File: src/rtl/conv_pkg.sv
// Shared constants and helpers for the streaming 2-D convolution engine.
package conv_pkg;

    localparam logic [2:0] ST_IDLE  = 3'd0;
    localparam logic [2:0] ST_CHECK = 3'd1;
    localparam logic [2:0] ST_MAC   = 3'd2;
    localparam logic [2:0] ST_EMIT  = 3'd3;
    localparam logic [2:0] ST_FIN   = 3'd4;

    function automatic int conv_clog2(input int value);
        int r;
        r = 0;
        while ((1 << r) < value) begin
            r = r + 1;
        end
        return r;
    endfunction

    // A job with any of these settings finishes with an error and no output.
    function automatic logic cfg_illegal(input int n, input int k, input int s,
                                         input int n_max, input int k_max);
        return (k == 0) || (n == 0) || (s == 0) ||
               (k > k_max) || (n > n_max) || (k > n);
    endfunction

endpackage

File: src/rtl/conv_window_addr.sv
// Window-origin and tap counters; turns (row, col, kr, kc) into buffer addresses.
module conv_window_addr
    import conv_pkg::*;
#(
    parameter int IMG_MAX = 8,
    parameter int K_MAX   = 5,
    parameter int AW      = 6,
    parameter int DW      = 4,
    parameter int KAW     = 5
) (
    input  logic           clk,
    input  logic           rst,
    input  logic [DW-1:0]  cfg_n,
    input  logic [DW-1:0]  cfg_k,
    input  logic [1:0]     cfg_s,
    input  logic           win_init,
    input  logic           tap_step,
    input  logic           win_step,
    output logic [AW-1:0]  img_addr,
    output logic [KAW-1:0] kern_addr,
    output logic           tap_last,
    output logic           win_last
);
    // Two spare bits so origin + stride + kernel never wraps.
    localparam int EW = DW + 2;

    logic [EW-1:0] row;
    logic [EW-1:0] col;
    logic [DW-1:0] kr;
    logic [DW-1:0] kc;
    logic [EW-1:0] n_e;
    logic [EW-1:0] k_e;
    logic [EW-1:0] s_e;
    logic [EW-1:0] pix_row;
    logic [EW-1:0] pix_col;
    logic [DW-1:0] k_max_idx;

    assign n_e       = EW'(cfg_n);
    assign k_e       = EW'(cfg_k);
    assign s_e       = EW'(cfg_s);
    assign k_max_idx = cfg_k - DW'(1);

    assign tap_last = (kr == k_max_idx) && (kc == k_max_idx);
    // Last window when stepping the origin would push it past the image edge.
    assign win_last = ((row + s_e + k_e) > n_e) && ((col + s_e + k_e) > n_e);

    assign pix_row   = row + EW'(kr);
    assign pix_col   = col + EW'(kc);
    assign img_addr  = AW'(pix_row) * AW'(n_e) + AW'(pix_col);
    assign kern_addr = KAW'(kr) * KAW'(cfg_k) + KAW'(kc);

    always_ff @(posedge clk) begin
        if (rst || win_init) begin
            row <= '0;
            col <= '0;
            kr  <= '0;
            kc  <= '0;
        end else begin
            if (tap_step) begin
                if (kc == k_max_idx) begin
                    kc <= '0;
                    kr <= (kr == k_max_idx) ? '0 : kr + DW'(1);
                end else begin
                    kc <= kc + DW'(1);
                end
            end
            if (win_step) begin
                if ((col + s_e + k_e) > n_e) begin
                    col <= '0;
                    row <= row + s_e;
                end else begin
                    col <= col + s_e;
                end
            end
        end
    end

endmodule

File: src/rtl/conv2d_stream_engine.sv
// Image/kernel buffers, job FSM, single-MAC accumulator and valid/ready result port.
module conv2d_stream_engine
    import conv_pkg::*;
#(
    parameter  int DATA_W  = 16,
    parameter  int IMG_MAX = 8,
    parameter  int K_MAX   = 5,
    localparam int AW      = conv_clog2(IMG_MAX * IMG_MAX),
    localparam int DW      = conv_clog2(IMG_MAX + 1),
    localparam int KAW     = conv_clog2(K_MAX * K_MAX),
    localparam int ACC_W   = 2 * DATA_W + KAW
) (
    input  logic              clk,
    input  logic              rst,
    input  logic              mem_we,
    input  logic              mem_sel,
    input  logic [AW-1:0]     mem_addr,
    input  logic [DATA_W-1:0] mem_wdata,
    input  logic [DW-1:0]     cfg_n,
    input  logic [DW-1:0]     cfg_k,
    input  logic [1:0]        cfg_stride,
    input  logic              cfg_relu,
    input  logic              start,
    output logic              busy,
    output logic              done,
    output logic              err,
    output logic              out_valid,
    input  logic              out_ready,
    output logic [ACC_W-1:0]  out_data,
    output logic              out_last
);
    localparam int PW = 2 * DATA_W;

    logic [2:0] state;

    logic signed [DATA_W-1:0] img_mem  [IMG_MAX*IMG_MAX];
    logic signed [DATA_W-1:0] kern_mem [K_MAX*K_MAX];

    logic [DW-1:0]  n_q;
    logic [DW-1:0]  k_q;
    logic [1:0]     s_q;
    logic           relu_q;
    logic           err_q;

    logic [AW-1:0]  img_addr;
    logic [KAW-1:0] kern_addr;
    logic           tap_last;
    logic           win_last;
    logic           win_init;
    logic           tap_step;
    logic           win_step;
    logic           acc_clear;
    logic           write_ok;
    logic           illegal;

    logic signed [DATA_W-1:0] pix;
    logic signed [DATA_W-1:0] wgt;
    logic signed [PW-1:0]     prod;
    logic signed [ACC_W-1:0]  prod_ext;
    logic signed [ACC_W-1:0]  acc;
    logic signed [ACC_W-1:0]  acc_next;

    function automatic logic [ACC_W-1:0] relu_fn(input logic signed [ACC_W-1:0] v,
                                                 input logic en);
        return (en && (v < 0)) ? '0 : v;
    endfunction

    assign illegal  = cfg_illegal(int'(n_q), int'(k_q), int'(s_q), IMG_MAX, K_MAX);
    assign write_ok = mem_we && (state == ST_IDLE);

    assign busy = (state != ST_IDLE);
    assign done = (state == ST_FIN);
    assign err  = done && err_q;

    assign win_init  = (state == ST_CHECK);
    assign tap_step  = (state == ST_MAC);
    assign win_step  = (state == ST_EMIT) && out_ready && !out_last;
    assign acc_clear = (state == ST_CHECK) || win_step;

    conv_window_addr #(
        .IMG_MAX (IMG_MAX),
        .K_MAX   (K_MAX),
        .AW      (AW),
        .DW      (DW),
        .KAW     (KAW)
    ) u_addr (
        .clk       (clk),
        .rst       (rst),
        .cfg_n     (n_q),
        .cfg_k     (k_q),
        .cfg_s     (s_q),
        .win_init  (win_init),
        .tap_step  (tap_step),
        .win_step  (win_step),
        .img_addr  (img_addr),
        .kern_addr (kern_addr),
        .tap_last  (tap_last),
        .win_last  (win_last)
    );

    // Buffers are only writable in IDLE, so a write issued with start lands first.
    always_ff @(posedge clk) begin
        if (write_ok) begin
            if (!mem_sel) begin
                img_mem[mem_addr] <= mem_wdata;
            end else if (int'(mem_addr) < K_MAX * K_MAX) begin
                kern_mem[mem_addr[KAW-1:0]] <= mem_wdata;
            end
        end
    end

    // Tap product, sign-extended before the add so the accumulator never overflows.
    assign pix      = img_mem[img_addr];
    assign wgt      = kern_mem[kern_addr];
    assign prod     = PW'(pix) * PW'(wgt);
    assign prod_ext = ACC_W'(prod);
    assign acc_next = acc + prod_ext;

    always_ff @(posedge clk) begin
        if ((state == ST_IDLE) && start) begin
            n_q    <= cfg_n;
            k_q    <= cfg_k;
            s_q    <= cfg_stride;
            relu_q <= cfg_relu;
        end
        if (acc_clear) begin
            acc <= '0;
        end else if (state == ST_MAC) begin
            acc <= acc_next;
        end
    end

    always_ff @(posedge clk) begin
        if (rst) begin
            state     <= ST_IDLE;
            out_valid <= 1'b0;
            out_last  <= 1'b0;
            out_data  <= '0;
            err_q     <= 1'b0;
        end else begin
            case (state)
                ST_IDLE: begin
                    if (start) begin
                        state <= ST_CHECK;
                    end
                end
                ST_CHECK: begin
                    err_q <= illegal;
                    state <= illegal ? ST_FIN : ST_MAC;
                end
                ST_MAC: begin
                    if (tap_last) begin
                        out_data  <= relu_fn(acc_next, relu_q);
                        out_valid <= 1'b1;
                        out_last  <= win_last;
                        state     <= ST_EMIT;
                    end
                end
                ST_EMIT: begin
                    if (out_ready) begin
                        out_valid <= 1'b0;
                        out_last  <= 1'b0;
                        state     <= out_last ? ST_FIN : ST_MAC;
                    end
                end
                ST_FIN: begin
                    err_q <= 1'b0;
                    state <= ST_IDLE;
                end
                default: begin
                    state <= ST_IDLE;
                end
            endcase
        end
    end

endmodule
File: config.mk
export PLATFORM = sky130hd
export DESIGN_NAME = conv2d_stream_engine
export DESIGN_NICKNAME = d
export VERILOG_FILES = /design/src/rtl/conv_pkg.sv /design/src/rtl/conv_window_addr.sv /design/src/rtl/conv2d_stream_engine.sv
export SDC_FILE = /design/constraint.sdc
export NUM_CORES = 2
export LEC_CHECK = 0
export CORE_MARGIN = 2
export CORE_UTILIZATION = 65
export CTS_BUF_LIST = sky130_fd_sc_hd__clkbuf_2
export CTS_CLUSTER_SIZE = 14
export DETAILED_ROUTE_END_ITERATION = 8
export DONT_BUFFER_PORTS = 1
export PLACE_DENSITY_LB_ADDON = 0.2
export SYNTH_ARGS = -nofsm -noshare
export SYNTH_HDL_FRONTEND = slang
export SYNTH_SLANG_ARGS = --single-unit
File: constraint.sdc
create_clock -name clk -period 34.9 [get_ports clk]
set_input_delay 3.49 -clock clk [delete_from_list [all_inputs] [get_ports clk]]
set_output_delay 3.49 -clock clk [all_outputs]
set_load 0.03 [all_outputs]
### After elaboration in Yosys (flattened, before gate mapping)

Memories as Yosys holds them, arrays and structs flattened.
Cells that the tools add are included.

* register bits after elaboration: 111
* bits in writable memories: 1424
* bits of input ports: 39
* output and inout bits: 42
* word-level logic and storage cells: 98
* memories kept: 2

Memories
* img_mem: depth 64, width 16, read ports 1, clocked after Yosys merged registers in 0, write ports 1, line conv2d_stream_engine.sv:36 `logic signed [DATA_W-1:0] img_mem [IMG_MAX*IMG_MAX];`
* kern_mem: depth 25, width 16, read ports 1, clocked after Yosys merged registers in 0, write ports 1, line conv2d_stream_engine.sv:37 `logic signed [DATA_W-1:0] kern_mem [K_MAX*K_MAX];`

* add/sub/neg operators: 12
* $mul: 3
* $lt $le $gt $ge: 7
* equality and inequality tests: 9
* multiplexer cells: 23
* reductions and logical operators: 28

Operators with widths (count)
* $add A37 B32 Y37: 1
* $lt A37 B1 Y1 const B: 1
* $mux W37: 1
* $mul A16 B16 Y32: 1
* $add A6 B4 Y6: 4
* $mux W3: 5
* $add A6 B2 Y6: 2
* $gt A6 B4 Y1: 2
* $pmux W3 S4: 1
* $mux W1: 10
* $add A4 B1 Y4 const B: 2
* $eq A4 B4 Y1: 2
* $logic_and A1 B1 Y1: 8
* $logic_not A4 Y1: 2
* $mux W4: 2
* $logic_or A1 B1 Y1: 7
* $add A6 B6 Y6: 1
* $eq A3 B2 Y1 const B: 2
* $lt A6 B5 Y1 const B: 1
* $mul A6 B4 Y6: 1
* $mux W6: 1
* $ne A2 B2 Y1 const B: 3
* $pmux W1 S2: 3
* $reduce_and A2 Y1: 3
* other kinds (14): 16

### Depth between registers and ports, before layout

An unclocked memory read counts as a cell.

* depth after elaboration: 9
* depth in mapped cells: 49
* mapped depth without buffers: 44

### Hierarchy

A second synthesis with hierarchy kept.

* cell total of the unflattened synthesis: 4204
* area total of the unflattened synthesis: 72945.0 um2

Modules (own cells, without submodules)
* conv2d_stream_engine: times used 1, cells an instance 3849, area each 69895.8 um2, sequential area each 44692.9 um2
* conv_window_addr: times used 1, cells an instance 355, area each 3049.2 um2, sequential area each 400.4 um2

### Worst setup path after synthesis

Ideal clock, no wire load.

* path kind: reg2reg
* start point: reg u_addr.kr[0]
* end point: reg out_data[0]
* library setup time: 0.060 ns
* data arrival time: 11.804 ns
* required time: 34.840 ns
* setup slack: 23.037 ns
* stages on the path, launching flop included: 45
* buffers on the path: 5
* period minus slack after synthesis: 11.863 ns
* path through: dfxtp_1 -> ha_1 -> inv_1 -> fa_1 -> xnor2_1 -> nand2_1 -> fa_1 -> inv_1 -> ha_1 -> inv_1 -> fa_1 -> inv_1 -> ha_1 -> fa_1 -> xor2_4 -> buf_2 -> buf_1 -> mux4_2 -> (+9 left out) -> inv_1 -> fa_1 -> inv_1 -> fa_1 -> inv_1 -> ha_1 -> clkbuf_1 -> a211oi_1 -> a21boi_0 -> nand4b_1 -> o221ai_1 -> o21ai_1 -> nand3_1 -> nand2_1 -> xnor2_2 -> a2111oi_4 -> buf_6 -> a22o_1

* word-level cells in the longest chain between the ends: 9
* elaborated cells on any way between the ends: 15
* those cells by class: 4 x add/sub; 3 x mul; 1 x order compare; 1 x eq/ne; 1 x mux; 3 x reduce/logical; 2 x memory

RTL lines
* start, declared: line conv_window_addr.sv:29 `logic [DW-1:0] kr;`
* start signal, assigned: line conv_window_addr.sv:62 `kr <= (kr == k_max_idx) ? '0 : kr + DW'(1);`
* $add A6 B4 Y6: line conv_window_addr.sv:47 `assign pix_row = row + EW'(kr);`
* $mul A6 B4 Y6: line conv_window_addr.sv:49 `assign img_addr = AW'(pix_row) * AW'(n_e) + AW'(pix_col);`
* $add A6 B6 Y6: line conv_window_addr.sv:49
* $mem_v2 Z64 W16
* $mul A16 B16 Y32: line conv2d_stream_engine.sv:115 `assign prod = PW'(pix) * PW'(wgt);`
* $add A37 B32 Y37: line conv2d_stream_engine.sv:117 `assign acc_next = acc + prod_ext;`
* $lt A37 B1 Y1: line conv2d_stream_engine.sv:65 `return (en && (v < 0)) ? '0 : v;`
* $logic_and A1 B1 Y1: line conv2d_stream_engine.sv:65
* $mux W37: line conv2d_stream_engine.sv:65
* end signal, assigned: line conv2d_stream_engine.sv:153 `out_data <= relu_fn(acc_next, relu_q);`
* end, declared: line conv2d_stream_engine.sv:29 `output logic [ACC_W-1:0] out_data,`

Several ways; a longest one is shown, not always the timed one.
A chain may end at the register's enable or synchronous reset.

### Worst setup path in the final report

* start point: reg u_addr.kr[0]
* end point: reg out_data[34]

Same word-level chain as after synthesis.

==> run_results.csv <==
group,metric,value,unit
clock_tree,clk_path_buf_depth,4,
routing,first_pass_iters,8,
finish,layout_commonest_cell,"edfxtp_1",
clock_tree,cts_hold_buf,0,
power,p_per_area,49.64,nW/um^2
timing,worst_pin_slew,1228,ps
routing,ant_nets,0,
yosys,syn_area_per_cell,17.51,sq um
clock_tree,cts_resized,0,
routing,drt_wl_total,165200,um
power,p_switching,1121,uW
yosys,seq_area_frac_synth,62.22,%
global_route,grt_pass1_wl,250600,um
floorplanning,core,110700,sq um
critical_path,cp_max_fo,36,
critical_path,start_kind,"flop",
finish,final-seq-area,45090,sq um
critical_path,crit_path_max_incr_delay,790,ps
finish,drive_above_1_share,24.93,%
finish,mostFrequentLayoutCells,"edfxtp_1 (1435), clkbuf_2 (532), mux4_2 (429)",
routing,wl_per_cell,26.51,um
clock_tree,htreeDepth,5,
yosys,syn_area,72470,sq um
floorplanning,ios,81,
critical_path,critPathSlowestCell,"buf_4",
yosys,synth.area.top_cells,"edfxtp_1 (59%), mux4_2 (13%), fa_1 (9.4%)",
yosys,synth.top_cell.area_share,59.46,%
min_path,hold_path.class,"flop to flop",
global_route,grt_pass1_vias,40230,
timing,finalSetupTns,0,ps
power,clkPwrFrac,29.4,%
floorplanning,die_w,337.9,um
global_route,grt.overflow.total,0,
routing,drcViolationCount,0,
power,p_int,2747,uW
global_route,grt.busiest_layer,"met2",
power,combPwrFrac,18.2,%
power,swShare,28.99,%
job,cap_violations,0,
timing,finalClockSkew,200.7,ps
yosys,synth_seq_cells,1535,
floorplanning,dieArea,114200,sq um
timing,fmax,73.51,MHz
routing,drtIter0Drc,4574,
timing,final.period_utilization,38.98,%
clock_tree,post-cts-setup-buffers,0,
global_route,grt_use_met1,41.74,%
power,max-vdd-ir-drop,0.00004011,V
routing,num_vias,38790,
global_route,use_met3,6.767,%
global_route,grt_util_all_layers,30.28,%
yosys,syn_nets,4677,
critical_path,cp_top_family,"adder cells",
clock_tree,clock_latency,1730,ps
power,cellLeakagePower,0.02734,uW
clock_tree,cts_root_buf,"clkbuf_2",
yosys,ys.flop_type,"edfxtp_1",
run_status,outcome,"finished clean",
floorplanning,start_util,65.49,%
timing,setup_viol,0,
yosys,synth_edf_count,1435,
floorplanning,die_h,337.9,um
floorplanning,rows,122,
yosys,ys_types,79,
critical_path,critPathArrivalTime,15090,ps
finish,final_core_util,70.42,%
timing,slew_viol_final,0,
finish,fin_nets,5012,
finish,num-fill-cells,7032,
finish,area_growth,7.533,%
clock_tree,clk_pin_slew_worst_paths,90,ps
global_route,antenna_found_initial,6,
clock_tree,cts_made_buffers,383,
placement,dp_hpwl,103900,um
yosys,async_flop_share,0,%
critical_path,end_kind,"flop",
placement,finalWeightedCongestion,0.8899,
timing,relSlewSlack,18.16,%
placement,io_buffer_count,0,
critical_path,cp_common_cell,"fa_1",
timing,rsz0062_at_grt,"false",
power,p_seq_share,52.4,%
global_route,grt_use_met2,48.57,%
timing,min_period,13600,ps
finish,multi_input_area,25320,sq um
yosys,syn_inst,4140,
timing,final-hold-violation-count,0,
critical_path,critPathBufInv,11,
critical_path,crit_required,36380,ps
global_route,grt_max_degree,96,
yosys,ys_warn_count,0,
clock_tree,cts_tree,"yes",
yosys,synth_largest_area_cell,"edfxtp_1",
timing,holdWs,472.2,ps
critical_path,setup.worst_path.class,"flop to flop",
routing,via_per_inst,6.227,
clock_tree,cts_num_sinks,1535,
==> state kept, by name (all words and copies together) (netlist names) <==
register,flops
img_mem,1024
kern_mem,400
acc,37
out_data,37
u_addr.col,6
u_addr.row,6
k_q,4
n_q,4
u_addr.kc,4
u_addr.kr,4
state,3
s_q,2
err_q,1
out_last,1
out_valid,1
relu_q,1
==> stage by stage <==
stage / worst slack [ps] / cell area (sq um) / total power [uW] / std cells
3_5_place_dp: 21420 / 74670 / 2765 / 5578
3_3_place_gp: 21630 / 74660 / 2757 / 5577
2_1_floorplan: 23040 / 72470 / 2604 / 4140
5_1_grt: 20450 / 77930 / 4084 / 6230
6_report: 21300 / 77930 / 3868 / 6230
4_1_cts: 21300 / 77910 / 3896 / 6222
==> per-layer routing <==
layer | share of wire [%] | routed length, um
met1 | 38 | 63370
met2 | 49 | 80890
met4 | 3.0 | 4887
met3 | 9.7 | 16030
met5 | 0.0079 | 13
==> Yosys cell counts, types with 20 or more instances <==
library cell	instances
o21ai_0	22
dfxtp_1	100
xnor2_1	57
buf_2	40
nor2b_1	43
ha_1	157
nor4_1	26
inv_1	384
clkbuf_1	100
a22o_1	39
xor2_1	25
a211oi_1	22
nand2_1	162
mux2i_1	44
mux4_2	429
fa_1	341
a21oi_1	93
and2_1	20
nand2b_1	99
edfxtp_1	1435
nor2_1	251
==> layout make-up <==
type | instances | share of cell area (%)
diodes | 8 | 0.02569
clock buffers | 532 | 3.417
clock inverters | 112 | 0.7450
inverters | 387 | 1.864
multi-input cells | 2046 | 32.48
flip-flops and latches | 1535 | 57.86
well taps | 1488 | 2.389
repair buffers | 122 | 1.212
==> power by group through the flow <==
stage	logic, uW	registers [uW]	clock network [uW]
floorplan	540	2060	0
global placement	690	2070	0
detailed placement	698	2070	0
CTS	703	2030	1170
global route	797	2030	1260
finish	704	2030	1140
==> kinds of logic (layout without fill, tap and decap cells) <==
| group | Yosys count | after routing | share of synthesized area, % |
|---|---|---|---|
| flip-flops | 1535 | 1535 | 62.22 |
| AND/OR/NAND/NOR | 711 | 711 | 4.744 |
| buffers and inverters | 559 | 1153 | 3.078 |
| adder cells (fa/ha/maj) | 498 | 498 | 12.13 |
| multiplexers | 485 | 485 | 14.21 |
| AO/OA/AOI/OAI | 264 | 264 | 2.445 |
| XOR/XNOR | 88 | 88 | 1.174 |
| other | 0 | 8 | 0 |
==> worst paths after layout <==
check	from	to	slack, ps	cells past startpoint
setup / recovery	u_addr.kr[0]$_SDFFE_PP0P_	out_data[34]$_SDFFE_PP0P_	21300	43
hold / removal	acc[0]$_SDFFE_PP0P_	acc[0]$_SDFFE_PP0P_	470	2
setup reg to reg	u_addr.kr[0]$_SDFFE_PP0P_	out_data[34]$_SDFFE_PP0P_	21300	43
hold reg to reg	acc[0]$_SDFFE_PP0P_	acc[0]$_SDFFE_PP0P_	470	2
==> worst reg2reg max path, delay by kind of cell (launching register included) <==
kind | cells | cell delay (ps)
AND/OR/NAND/NOR | 6 | 760
XOR/XNOR | 3 | 690
AO/OA/AOI/OAI | 7 | 2220
multiplexers | 2 | 1330
flip-flops | 1 | 470
adder cells (fa/ha/maj) | 14 | 5920
buffers and inverters | 11 | 2100
No activity file was read; power rests on OpenSTA's default activity.
